File: src/rtl/ihex_pkg.sv
// Shared types and constants for the Intel-HEX loader.
// Record types, the loader state encoding and the record-length rule.
package ihex_pkg;

    typedef enum logic [3:0] {
        S_IDLE,
        S_SYNC,
        S_LEN,
        S_ADDR_HI,
        S_ADDR_LO,
        S_TYPE,
        S_DATA,
        S_CKSUM,
        S_WRITE,
        S_DONE
    } loader_state_t;

    localparam logic [7:0] IHEX_DATA   = 8'h00;
    localparam logic [7:0] IHEX_EOF    = 8'h01;
    localparam logic [7:0] IHEX_ELA    = 8'h04;
    localparam logic [7:0] ASCII_COLON = 8'h3A;

    // A data record carries whole 32-bit words and must fit the buffer.
    function automatic logic len_ok(input logic [7:0] len, input int unsigned max_bytes);
        return (len[1:0] == 2'b00) && (32'(len) <= max_bytes);
    endfunction

endpackage

File: src/rtl/ihex_hex_digit.sv
// Combinational ASCII hex-digit decoder: '0'-'9', 'A'-'F', 'a'-'f'.
module ihex_hex_digit (
    input  logic [7:0] ch,
    output logic [3:0] nibble,
    output logic       is_hex
);

    always_comb begin
        nibble = '0;
        is_hex = 1'b0;
        if (ch >= 8'h30 && ch <= 8'h39) begin
            nibble = 4'(ch - 8'h30);
            is_hex = 1'b1;
        end else if (ch >= 8'h41 && ch <= 8'h46) begin
            nibble = 4'(ch - 8'h37);
            is_hex = 1'b1;
        end else if (ch >= 8'h61 && ch <= 8'h66) begin
            nibble = 4'(ch - 8'h57);
            is_hex = 1'b1;
        end
    end

endmodule

File: src/rtl/ihex_loader.sv
// Intel-HEX record parser that writes checksum-verified data into RAM via the debug port.
// Optional macro IHEX_EXT_ADDR_EN enables type-04 extended linear address records.
module ihex_loader
    import ihex_pkg::*;
#(
    parameter int unsigned MAX_WORDS = 4,
    parameter int unsigned ADDR_W    = 32
) (
    input  logic              clk,
    input  logic              rst,
    input  logic              start,
    input  logic [7:0]        rx_data,
    input  logic              rx_valid,
    output logic              rx_ready,
    output logic              mem_override,
    output logic [ADDR_W-1:0] mem_addr,
    output logic [31:0]       mem_wdata,
    output logic              mem_wen,
    input  logic              mem_wait,
    output logic              busy,
    output logic              done,
    output logic              error,
    output logic [15:0]       rec_count
);

    localparam int unsigned MAX_BYTES = 4 * MAX_WORDS;
    localparam int unsigned IDX_W     = (MAX_WORDS > 1) ? $clog2(MAX_WORDS) : 1;

    loader_state_t state;
    logic [3:0]    hi_nib;
    logic          have_hi;
    logic [7:0]    len;
    logic [7:0]    addr_hi;
    logic [7:0]    addr_lo;
    logic [7:0]    rtype;
    logic [7:0]    sum;
    logic [7:0]    byte_cnt;
    logic [5:0]    word_idx;
    logic [15:0]   upper16;
    logic [31:0]   wbuf [MAX_WORDS];

    logic [3:0]    nib;
    logic          is_hex;
    logic          accept;
    logic [7:0]    cur_byte;
    logic [7:0]    sum_next;
    logic [5:0]    word_next;
    logic          last_word;
    logic [31:0]   base_addr;
    logic          len_field_ok;

    ihex_hex_digit u_digit (
        .ch     (rx_data),
        .nibble (nib),
        .is_hex (is_hex)
    );

    assign rx_ready     = (state == S_SYNC)    || (state == S_LEN)   ||
                          (state == S_ADDR_HI) || (state == S_ADDR_LO) ||
                          (state == S_TYPE)    || (state == S_DATA)  ||
                          (state == S_CKSUM);
    assign mem_override = rx_ready || (state == S_WRITE);
    assign busy         = mem_override;

    assign accept    = rx_valid && rx_ready;
    assign cur_byte  = {hi_nib, nib};
    assign sum_next  = sum + cur_byte;
    assign word_next = word_idx + 6'd1;
    assign last_word = (word_next == len[7:2]);
    assign base_addr = {upper16, addr_hi, addr_lo};

`ifdef IHEX_EXT_ADDR_EN
    assign len_field_ok = len_ok(cur_byte, MAX_BYTES) || (cur_byte == 8'd2);
`else
    assign len_field_ok = len_ok(cur_byte, MAX_BYTES);
    assign upper16      = '0;
`endif

    always_ff @(posedge clk or posedge rst) begin
        if (rst) begin
            state     <= S_IDLE;
            hi_nib    <= '0;
            have_hi   <= 1'b0;
            len       <= '0;
            addr_hi   <= '0;
            addr_lo   <= '0;
            rtype     <= '0;
            sum       <= '0;
            byte_cnt  <= '0;
            word_idx  <= '0;
            mem_addr  <= '0;
            mem_wdata <= '0;
            mem_wen   <= 1'b0;
            done      <= 1'b0;
            error     <= 1'b0;
            rec_count <= '0;
`ifdef IHEX_EXT_ADDR_EN
            upper16   <= '0;
`endif
            for (int unsigned i = 0; i < MAX_WORDS; i++) wbuf[i] <= '0;
        end else begin
            case (state)
                S_IDLE, S_DONE: begin
                    if (start) begin
                        done      <= 1'b0;
                        error     <= 1'b0;
                        rec_count <= '0;
`ifdef IHEX_EXT_ADDR_EN
                        upper16   <= '0;
`endif
                        state     <= S_SYNC;
                    end
                end

                S_SYNC: begin
                    if (accept && rx_data == ASCII_COLON) begin
                        sum     <= '0;
                        have_hi <= 1'b0;
                        state   <= S_LEN;
                    end
                end

                S_LEN, S_ADDR_HI, S_ADDR_LO, S_TYPE, S_DATA, S_CKSUM: begin
                    if (accept) begin
                        if (!is_hex) begin
                            error <= 1'b1;
                            state <= S_SYNC;
                        end else if (!have_hi) begin
                            hi_nib  <= nib;
                            have_hi <= 1'b1;
                        end else begin
                            // Second nibble completes a byte; dispatch on the field it belongs to.
                            have_hi <= 1'b0;
                            sum     <= sum_next;
                            case (state)
                                S_LEN: begin
                                    len <= cur_byte;
                                    if (len_field_ok) state <= S_ADDR_HI;
                                    else begin
                                        error <= 1'b1;
                                        state <= S_SYNC;
                                    end
                                end
                                S_ADDR_HI: begin
                                    addr_hi <= cur_byte;
                                    state   <= S_ADDR_LO;
                                end
                                S_ADDR_LO: begin
                                    addr_lo <= cur_byte;
                                    if (cur_byte[1:0] == 2'b00) state <= S_TYPE;
                                    else begin
                                        error <= 1'b1;
                                        state <= S_SYNC;
                                    end
                                end
                                S_TYPE: begin
                                    rtype    <= cur_byte;
                                    byte_cnt <= '0;
                                    if (cur_byte == IHEX_DATA && len[1:0] == 2'b00)
                                        state <= (len == 8'd0) ? S_CKSUM : S_DATA;
                                    else if (cur_byte == IHEX_EOF && len == 8'd0)
                                        state <= S_CKSUM;
`ifdef IHEX_EXT_ADDR_EN
                                    else if (cur_byte == IHEX_ELA && len == 8'd2)
                                        state <= S_DATA;
`endif
                                    else begin
                                        error <= 1'b1;
                                        state <= S_SYNC;
                                    end
                                end
                                S_DATA: begin
                                    wbuf[byte_cnt[IDX_W+1:2]] <= {wbuf[byte_cnt[IDX_W+1:2]][23:0], cur_byte};
                                    byte_cnt <= byte_cnt + 8'd1;
                                    if (byte_cnt == len - 8'd1) state <= S_CKSUM;
                                end
                                default: begin
                                    if (sum_next != 8'h00) begin
                                        error <= 1'b1;
                                        state <= S_SYNC;
                                    end else if (rtype == IHEX_DATA) begin
                                        if (len == 8'd0) begin
                                            if (rec_count != 16'hFFFF) rec_count <= rec_count + 16'd1;
                                            state <= S_SYNC;
                                        end else begin
                                            mem_wen   <= 1'b1;
                                            mem_addr  <= ADDR_W'(base_addr);
                                            mem_wdata <= wbuf[0];
                                            word_idx  <= '0;
                                            state     <= S_WRITE;
                                        end
                                    end else if (rtype == IHEX_EOF) begin
                                        done  <= 1'b1;
                                        state <= S_DONE;
                                    end else begin
`ifdef IHEX_EXT_ADDR_EN
                                        upper16 <= wbuf[0][15:0];
`endif
                                        state <= S_SYNC;
                                    end
                                end
                            endcase
                        end
                    end
                end

                S_WRITE: begin
                    if (!mem_wait) begin
                        if (last_word) begin
                            mem_wen <= 1'b0;
                            if (rec_count != 16'hFFFF) rec_count <= rec_count + 16'd1;
                            state   <= S_SYNC;
                        end else begin
                            word_idx  <= word_next;
                            mem_addr  <= mem_addr + ADDR_W'(4);
                            mem_wdata <= wbuf[word_next[IDX_W-1:0]];
                        end
                    end
                end

                default: state <= S_IDLE;
            endcase
        end
    end

endmodule

File: config.mk
export PLATFORM = sky130hd
export DESIGN_NAME = ihex_loader
export DESIGN_NICKNAME = d
export VERILOG_FILES = /design/src/rtl/ihex_pkg.sv /design/src/rtl/ihex_hex_digit.sv /design/src/rtl/ihex_loader.sv
export SDC_FILE = /design/constraint.sdc
export NUM_CORES = 1
export LEC_CHECK = 0
export ABC_AREA = 1
export BUFFER_PORTS_ARGS = -buffer_cell sky130_fd_sc_hd__buf_2
export CAP_MARGIN = 0
export CORE_MARGIN = 10
export CORE_UTILIZATION = 59
export DETAILED_ROUTE_END_ITERATION = 7
export PLACE_DENSITY = 0.87
export SYNTH_ARGS = -nofsm -noshare
export SYNTH_HDL_FRONTEND = slang
export SYNTH_SLANG_ARGS = --single-unit
File: constraint.sdc
create_clock -name clk -period 12.4 [get_ports clk]
set_input_delay 1.24 -clock clk [delete_from_list [all_inputs] [get_ports clk]]
set_output_delay 1.24 -clock clk [all_outputs]
set_load 0.01 [all_outputs]
==> results of run 1 <==
[critical path: stages]
cell     delay [ns]
buf_2          0.12
inv_1          0.12
ha_1           0.19
nand2_1        0.06
nand3_1        0.08
nand2_1        0.14
nand2_1        0.34
nand3_1        0.52
fa_1           0.62
inv_1          0.09
nand3_1        0.06
nand2_1        0.09
xnor2_1        0.14
nand3_1        0.11
nor2_1         0.14
and3_1         0.31
nand2_1        0.08
nand2_1        0.18
nand2_4        0.37
buf_4          0.50
nand2_1        0.16
o21ai_0        0.10
[synthesized netlist by cell type (13+ instances only)]
library cell and n:
a21oi_1 51, a221oi_1 15, buf_2 30, clkbuf_1 46, dfrtp_1 274, ha_1 16
inv_1 129, nand2_1 526, nand3_1 66, nand4_1 20, nor2_1 83, nor3_1 27
o21ai_0 140, o21ai_1 207, o2bb2ai_1 21, or2_2 26, xnor2_1 13, xor2_1 39
[cells by family after synthesis]
family | after synthesis | synth area share
AND/OR/NAND/NOR | 796 | 0.236
AO/OA/AOI/OAI | 452 | 0.169
flip-flops | 274 | 0.476
buffers and inverters | 229 | 0.0661
XOR/XNOR | 52 | 0.0316
adder cells (fa/ha/maj) | 17 | 0.0153
multiplexers | 9 | 0.00625
[power by group through the flow]
stage / registers, mW / clock network, mW / logic, mW
5_1_grt: 1.01 / 0.833 / 0.722
3_3_place_gp: 1.02 / 0 / 0.619
6_report: 1.01 / 0.792 / 0.649
2_1_floorplan: 1.02 / 0 / 0.465
4_1_cts: 1.01 / 0.798 / 0.640
3_5_place_dp: 1.02 / 0 / 0.635
[layer usage]
metal  vias to the layer above  GRT usage  share of wire
met5                         -          0              0
met4                         0     0.0788          0.028
met3                       127     0.0481          0.099
met2                       739      0.410           0.47
met1                      6155      0.317           0.40
li1                       6187          -              -
[stage by stage]
step | setup WS, ns | utilization
6_report | 6.98 | 0.657
5_1_grt | 6.45 | 0.657
4_1_cts | 7.08 | 0.657
3_5_place_dp | 6.57 | 0.622
2_1_floorplan | 3.61 | -
3_3_place_gp | 6.78 | 0.622
[how the worst max path moves through the flow]
stage / endpoint / slack, ns / start / cells past startpoint
2_1_floorplan: addr_hi[0] / 3.61 / rst / 1
3_3_place_gp: mem_addr[14] / 6.78 / rx_data[0] / 22
3_5_place_dp: mem_wdata[31] / 6.57 / rx_data[0] / 22
4_1_cts: mem_wdata[31] / 7.08 / rx_data[0] / 22
5_1_grt: mem_wdata[31] / 6.45 / rx_data[0] / 22
6_report: mem_wdata[31] / 6.98 / rx_data[0] / 22
[registers in the layout (all words and copies together), names as in the netlist]
register and cells:
addr_hi 8, addr_lo 8, byte_cnt 8, done 1, error 1, have_hi 1, hi_nib 4, len 8
mem_addr 32, mem_wdata 32, mem_wen 1, rec_count 16, rtype 8, state 4, sum 8, wbuf 128
word_idx 6
[cell type report]
type	instances	area [sq um]
Fill cell	1939	8300
Sequential cell	274	6860
Multi-Input combinational cell	1326	6620
Clock buffer	36	762
Timing Repair Buffer	115	618
Inverter	141	543
Tap cell	324	405
Clock inverter	7	75.1
==> flow_summary.yaml, run 1 <==
synth:
  ys_ff_latch: 274
  synthCells: 1829
  yosysTopAreaCell: "dfrtp_1"
  ys_warn_count: 0
  ys_seq_area_frac: 0.476
  synth_ff_type: "dfrtp_1"
  synthTopCellsByArea: "dfrtp_1, nand2_1, o21ai_1, o21ai_0, inv_1"
  syn_area_per_cell_sq_um: 7.88
  synth_cell_types: 45
  syn_nets: 1859
  syn_area_sq_um: 14400
  synth_enable_flop_cells: 0
  synth_top_area_share: 0.476
  ys_async_sr_fraction: 1.00
routing:
  ant_nets: 0
  drcViolationCount: 0
  drt_iter0_drc: 1687
  routedWlPerCell_um: 17.5
  vias: 13208
  viasPerCell: 5.94
  dr.pass1.iters: 8
  drt_wl_total_um: 38800
power:
  netSwitchingFraction: 0.353
  power.density_nw_per_um2: 154
  vdd_drop_max_mv: 0.0890
  switchingPower_uw: 865
  leakage_nw: 7.03
  total_power_mw: 2.45
  p_comb_frac: 0.265
  pwr-share-clk: 0.323
  p_int_mw: 1.58
  seq_power_share: 0.412
floorplan:
  initial_utilization: 0.596
  rows: 57
  dieArea_sq_um: 31100
  num_io_pins: 99
  core-area_sq_um: 24200
  die_h_um: 176
  die_w_um: 176
min_path:
  min_to: "error"
  hp-start: "error"
  min_path_cells: 2
  hp-class: "reg2reg"
timing:
  worstMarginPinSlew_ns: 1.09
  fin_skew_ns: 0.0189
  slew_violations: 0
  final_hold_viol_count: 0
  rsz0062_at_grt: "no"
  period_share: 0.437
  fin_setup_tns_ns: 0
  setup_viol: 0
  timing.hold.ws_ns: 0.470
  period_minus_slack_ns: 5.42
  timing.slew.headroom: 0.270
  fmax_mhz: 185
placed_design:
  io_buffers: 98
  gp_congestion: 0.954
  place_area_sq_um: 15000
  hpwl_um: 25000
  placed_cells: 2180
grt:
  grt_pass1_wl_um: 64500
  grt_max_degree: 115
  grt_usage: 0.246
  grt_overflow: 0
  antenna_found_initial: 0
  grt_pass1_vias: 12996
clock_network:
  cts.clk_slew.worst_paths_ns: 0.06
  clk-insertion-delay-late_ns: 0.56
  clockRootBuffer: "clkbuf_16"
  cts_inserted_buffers: 29
  cts-hold-fix-buffers: 0
  htree_levels: 1
  cts_setup_buffers: 0
  cts.sinks: 274
  cts_tree: "done"
  cts_buffer_depth: 3
  post_cts_resized: 0
critical_path:
  endpoint_kind: "flop"
  crit_fanout: 74
  reg2regPathDepth: 13
  cp-start-kind: "input port"
  reg2reg_slack_ns: 7.93
  reg2reg_to: "mem_wdata[31]"
  crit_required_ns: 12.81
  path_class: "in2reg"
  arrival_ns: 5.82
  r2r_start: "word_idx[1]"
layout:
  final_cell_mix: "nand2_1, dfrtp_1, o21ai_1"
  syn_to_final_growth_pct: 10.2
  layout.cells.non_filler: 2223
  layout_commonest_cell: "nand2_1"
  design_area_sq_um: 15900
  n_antenna_cell: 0
  drive_gt1_frac: 0.117
  nets: 1917
run_status:
  outcome: "completed"
flow_run:
  cap_viol_max_count: 0
No activity file was read; power rests on OpenSTA's default activity.
==> inputs of run 2 (changes only) <==
Settings changed: CORE_UTILIZATION 59 to 55, PLACE_DENSITY 0.87 to 0.85.
Clock period 12.4 ns to 4.7 ns, I/O delays scaled along.
==> flow_summary.yaml, run 2 (synthesis results as in run 1) <==
timing:
  period_share: 0.794
  worstMarginPinSlew_ns: 1.09
  slew_violations: 0
  fin_skew_ns: 0.0143
  rsz0062_at_grt: "no"
  timing.hold.ws_ns: 0.122
  fin_setup_tns_ns: 0
  setup_viol: 0
  period_minus_slack_ns: 3.73
  timing.slew.headroom: 0.273
  final_hold_viol_count: 0
  fmax_mhz: 268
  worst_slack_ns: 0.969
floorplan:
  core-area_sq_um: 25900
  die_w_um: 182
  initial_utilization: 0.556
  die_h_um: 182
  dieArea_sq_um: 33100
  num_io_pins: 99
  rows: 59
clock_network:
  cts_buffer_depth: 3
  htree_levels: 1
  clk-insertion-delay-late_ns: 0.55
  clockRootBuffer: "clkbuf_16"
  cts_inserted_buffers: 29
  cts-hold-fix-buffers: 0
  cts.clk_slew.worst_paths_ns: 0.07
  cts.sinks: 274
  cts_setup_buffers: 0
  post_cts_resized: 0
  cts_tree: "done"
layout:
  fillers: 2113
  nets: 1927
  multiInputGateArea_sq_um: 6620
  syn_to_final_growth_pct: 11.6
  design_area_sq_um: 16100
  final_cell_mix: "nand2_1, dfrtp_1, o21ai_1"
  n_antenna_cell: 0
  layout.cells.non_filler: 2252
  drive_gt1_frac: 0.124
  largest_registers: "wbuf x128, mem_addr x32, mem_wdata x32"
  layout_commonest_cell: "nand2_1"
  regMostFlops: "wbuf"
  largest_register_ffs: 128
  register_area_sq_um: 6860
  final_util: 0.621
grt:
  grt_pass1_vias: 12577
  grt_max_degree: 174
  antenna_found_initial: 0
  grt_usage: 0.226
  grt_overflow: 0
  grt_pass1_wl_um: 63900
routing:
  drt_wl_total_um: 38600
  routedWlPerCell_um: 17.1
  viasPerCell: 5.85
  drt_iter0_drc: 1554
  vias: 13166
  ant_nets: 0
  dr.pass1.iters: 6
  drcViolationCount: 0
placed_design:
  io_buffers: 98
  hpwl_um: 25500
  pre_cts_ws_ns: 0.493
  placed_cells: 2201
  place_area_sq_um: 15200
  gp_congestion: 0.941
flow_run:
  cap_viol_max_count: 0
power:
  vdd_drop_max_mv: 0.308
  total_power_mw: 6.66
  power.density_nw_per_um2: 414
  leakage_nw: 7.12
min_path:
  hp-class: "in2async"
critical_path:
  crit_fanout: 31
  reg2reg_to: "mem_wdata[3]"
  endpoint_kind: "flop"
  cp-start-kind: "input port"
  arrival_ns: 4.15
  r2r_start: "word_idx[0]"
  reg2reg_slack_ns: 1.62
  crit_required_ns: 5.12
  path_class: "in2reg"
  reg2regPathDepth: 9
run_status:
  outcome: "completed"
==> run 2: cell types whose count changed in the layout (fill, tap and decap cells not counted) <==
cell / delta
clkinvlp_4: +2
inv_6: +2
buf_12: +2
clkinv_2: -3
clkbuf_8: +4
inv_16: -1
inv_8: -1
clkbuf_1: +2
buf_4: +8
bufinv_16: +1
clkinv_4: +2
==> run 2: critical path, cell delays in order <==
cell	delay (ns)
buf_2	0.12
inv_1	0.09
ha_1	0.22
nand2_1	0.07
nand3_1	0.09
nand2_1	0.19
nand2_1	0.30
nand3_1	0.23
buf_4	0.23
inv_1	0.08
ha_1	0.29
nand3_1	0.09
nand3_1	0.11
xnor2_1	0.22
nand3_1	0.10
nor2_1	0.13
and3_1	0.30
nand2_1	0.09
nand2_1	0.17
nand2_4	0.13
buf_4	0.26
nor2_1	0.11
a21oi_1	0.05
==> run 2: worst max-delay path by stage <==
| stage | start | end | cells past startpoint |
|---|---|---|---|
| floorplan | rst | addr_hi[0] | 1 |
| finish | rx_data[0] | mem_addr[14] | 23 |
| detailed placement | rx_data[0] | mem_addr[14] | 24 |
| global route | rx_data[0] | mem_wdata[18] | 23 |
| global placement | rx_data[0] | mem_addr[14] | 24 |
| CTS | rx_data[0] | mem_addr[14] | 24 |
==> run 2: layout make-up <==
class,instances,area share
repair buffers,125,0.0446
clock buffers,42,0.0512
inverters,141,0.0335
multi-input cells,1326,0.411
well taps,335,0.0261
clock inverters,9,0.00700
flip-flops and latches,274,0.426
==> run 2: where the power goes <==
part | internal (mW) | switching (mW) | total, mW
registers | 2.51 | 0.148 | 2.66
clock network | 1.33 | 0.943 | 2.27
logic | 0.508 | 1.23 | 1.74
==> run 2: routing by layer <==
layer | GRT usage | part of all wire | up-vias
met1 | 0.309 | 0.43 | 6298
met2 | 0.366 | 0.47 | 586
met4 | 0.0667 | 0.024 | 0
met3 | 0.0298 | 0.077 | 76
met5 | 0 | 0 | -
li1 | - | - | 6206
==> inputs of run 3 (changes only) <==
Settings changed: CORE_UTILIZATION 55 to 59, PLACE_DENSITY 0.85 to 0.87.
Clock period 4.7 ns to 3.79 ns, I/O delays scaled along.
==> flow_summary.yaml, run 3 (synthesis results as in run 1) <==
floorplan:
  die_w_um: 176
  core-area_sq_um: 24200
  rows: 57
  initial_utilization: 0.596
  num_io_pins: 99
  die_h_um: 176
  dieArea_sq_um: 31100
timing:
  final_hold_viol_count: 0
  timing.hold.ws_ns: 0.387
  setup_viol: 0
  fin_skew_ns: 0.0214
  worstMarginPinSlew_ns: 0.970
  worst_slack_ns: 0.446
  period_minus_slack_ns: 3.34
  fmax_mhz: 299
  timing.slew.headroom: 0.353
  rsz0062_at_grt: "no"
  period_share: 0.882
  slew_violations: 0
clock_network:
  cts_inserted_buffers: 28
  cts.sinks: 274
  htree_levels: 1
  cts_tree: "done"
  clk-insertion-delay-late_ns: 0.55
  cts_buffer_depth: 3
  clockRootBuffer: "clkbuf_16"
  cts.clk_slew.worst_paths_ns: 0.06
routing:
  ant_nets: 0
  vias: 13355
  dr.pass1.iters: 6
  drcViolationCount: 0
  viasPerCell: 5.93
  routedWlPerCell_um: 17.3
  drt_wl_total_um: 39100
  drt_iter0_drc: 1743
power:
  total_power_mw: 8.30
  p_int_mw: 5.44
  switchingPower_mw: 2.86
  pwr-share-clk: 0.338
  power.density_nw_per_um2: 511
  p_comb_frac: 0.266
  netSwitchingFraction: 0.345
  vdd_drop_max_mv: 0.293
  leakage_nw: 7.22
  seq_power_share: 0.396
critical_path:
  crit_chain: "buf_2, inv_1, ha_1, nand2_1, nand3_1, nand2_1, nand2_1, o21ai_0, ha_1, inv_1, fa_1, inv_1, nand3_1, nand2_1, xnor2_1, nand3_1, nor2_1, and3_1, nand2_1, nand2_1, nand2_4, buf_4, nor2_1, a21oi_1"
  cp-start-kind: "input port"
  reg2reg_slack_ns: 0.96
  endpoint_kind: "flop"
  path_class: "in2reg"
  slowest_stage: "fa_1"
  path_buf_inv: 5
  crit_fanout: 29
  r2r_start: "word_idx[1]"
  critPathMaxStageDelay_ns: 0.41
  arrival_ns: 3.76
  crit_required_ns: 4.20
  crit_end: "mem_addr[14]"
  reg2reg_to: "rec_count[13]"
  setup.worst_path.start: "rx_data[0]"
  critPathMostFrequentCell: "nand2_1"
  critical-path-top-delay-family: "simple AND/OR/NAND/NOR gates"
  crit_cells: 24
  reg2regPathDepth: 13
run_status:
  outcome: "completed"
layout:
  nets: 1938
  layout_commonest_cell: "nand2_1"
  drive_gt1_frac: 0.131
  syn_to_final_growth_pct: 12.7
  largest_register_ffs: 128
  layout.cells.non_filler: 2253
  regMostFlops: "wbuf"
  final_cell_mix: "nand2_1, dfrtp_1, o21ai_1"
  largest_registers: "wbuf x128, mem_addr x32, mem_wdata x32"
  design_area_sq_um: 16300
  n_antenna_cell: 0
  fillers: 1836
grt:
  grt_pass1_vias: 12967
  grt_max_degree: 149
  grt_usage: 0.245
  grt_pass1_wl_um: 64100
  antenna_found_initial: 0
  grt_overflow: 0
flow_run:
  cap_viol_max_count: 0
placed_design:
  gp_congestion: 0.977
  hpwl_um: 25400
  placed_cells: 2201
  pre_cts_ws_ns: -0.0311
  place_area_sq_um: 15300
  io_buffers: 98
min_path:
  hp-class: "in2reg"
run 3: cell count changes in the layout (fill, tap and decap cells not counted), sizes merged:
cell         change
buf             +11
clkinv           +2
inv              -2
clkbuf           -1
clkinvlp         +1
dlygate4sd3      +1
run 3: worst min path at each step:
stage,from,to,cells after the start
detailed placement,mem_wdata[18],mem_wdata[18],2
floorplan,addr_hi[2],addr_hi[2],2
global route,rx_valid,have_hi,5
CTS,rx_valid,have_hi,5
finish,rx_valid,have_hi,5
global placement,error,error,2
run 3: power by group through the flow:
stage	Clock, mW	Combinational (mW)	Sequential [mW]
after CTS	2.82	2.18	3.28
after floorplan	0	1.52	3.34
after global routing	2.94	2.44	3.31
after detailed placement	0	2.15	3.33
after global placement	0	2.09	3.33
final	2.81	2.20	3.29
run 3: worst register-to-register path, stage by stage (launching register included):
cell	delay [ns]
dfrtp_1	0.41
ha_1	0.68
nand2_1	0.10
a22oi_1	0.24
nand3_1	0.10
nor2_1	0.10
nand4_1	0.20
nand2_1	0.11
nand2_1	0.08
nor3_2	0.17
nand2_1	0.07
buf_4	0.22
nand2_1	0.09
o21ai_0	0.10
run 3: repair_timing:
item / 4_1_cts / 5_1_grt
hold buffers: 1 / 0
gates resized for setup: 0 / 0
hold endpoints to repair: 6 / 0
buffers inserted: 0 / 0
setup endpoints to repair: 0 / 0
run 3: layout make-up:
class                   instances  area (sq um)  area share
multi-input cells            1326          6620       0.407
repair buffers                137           886      0.0545
flip-flops and latches        274          6860       0.422
inverters                     141           539      0.0332
clock inverters                10           116     0.00716
well taps                     324           405      0.0249
clock buffers                  41           830      0.0510
run 3: metal layers:
layer / share of wire / up-vias / track usage
met5: 0 / - / 0
met4: 0.028 / 0 / 0.0834
met3: 0.086 / 105 / 0.0389
met2: 0.48 / 658 / 0.411
met1: 0.41 / 6366 / 0.318
li1: - / 6226 / -
run 3: per-stage QoR:
stage / setup TNS [ns] / utilization
finish: 0 / 0.672
CTS: 0 / 0.672
detailed placement: -0.0907 / 0.633
floorplan: -58.19 / -
global placement: 0 / 0.633
global route: 0 / 0.672
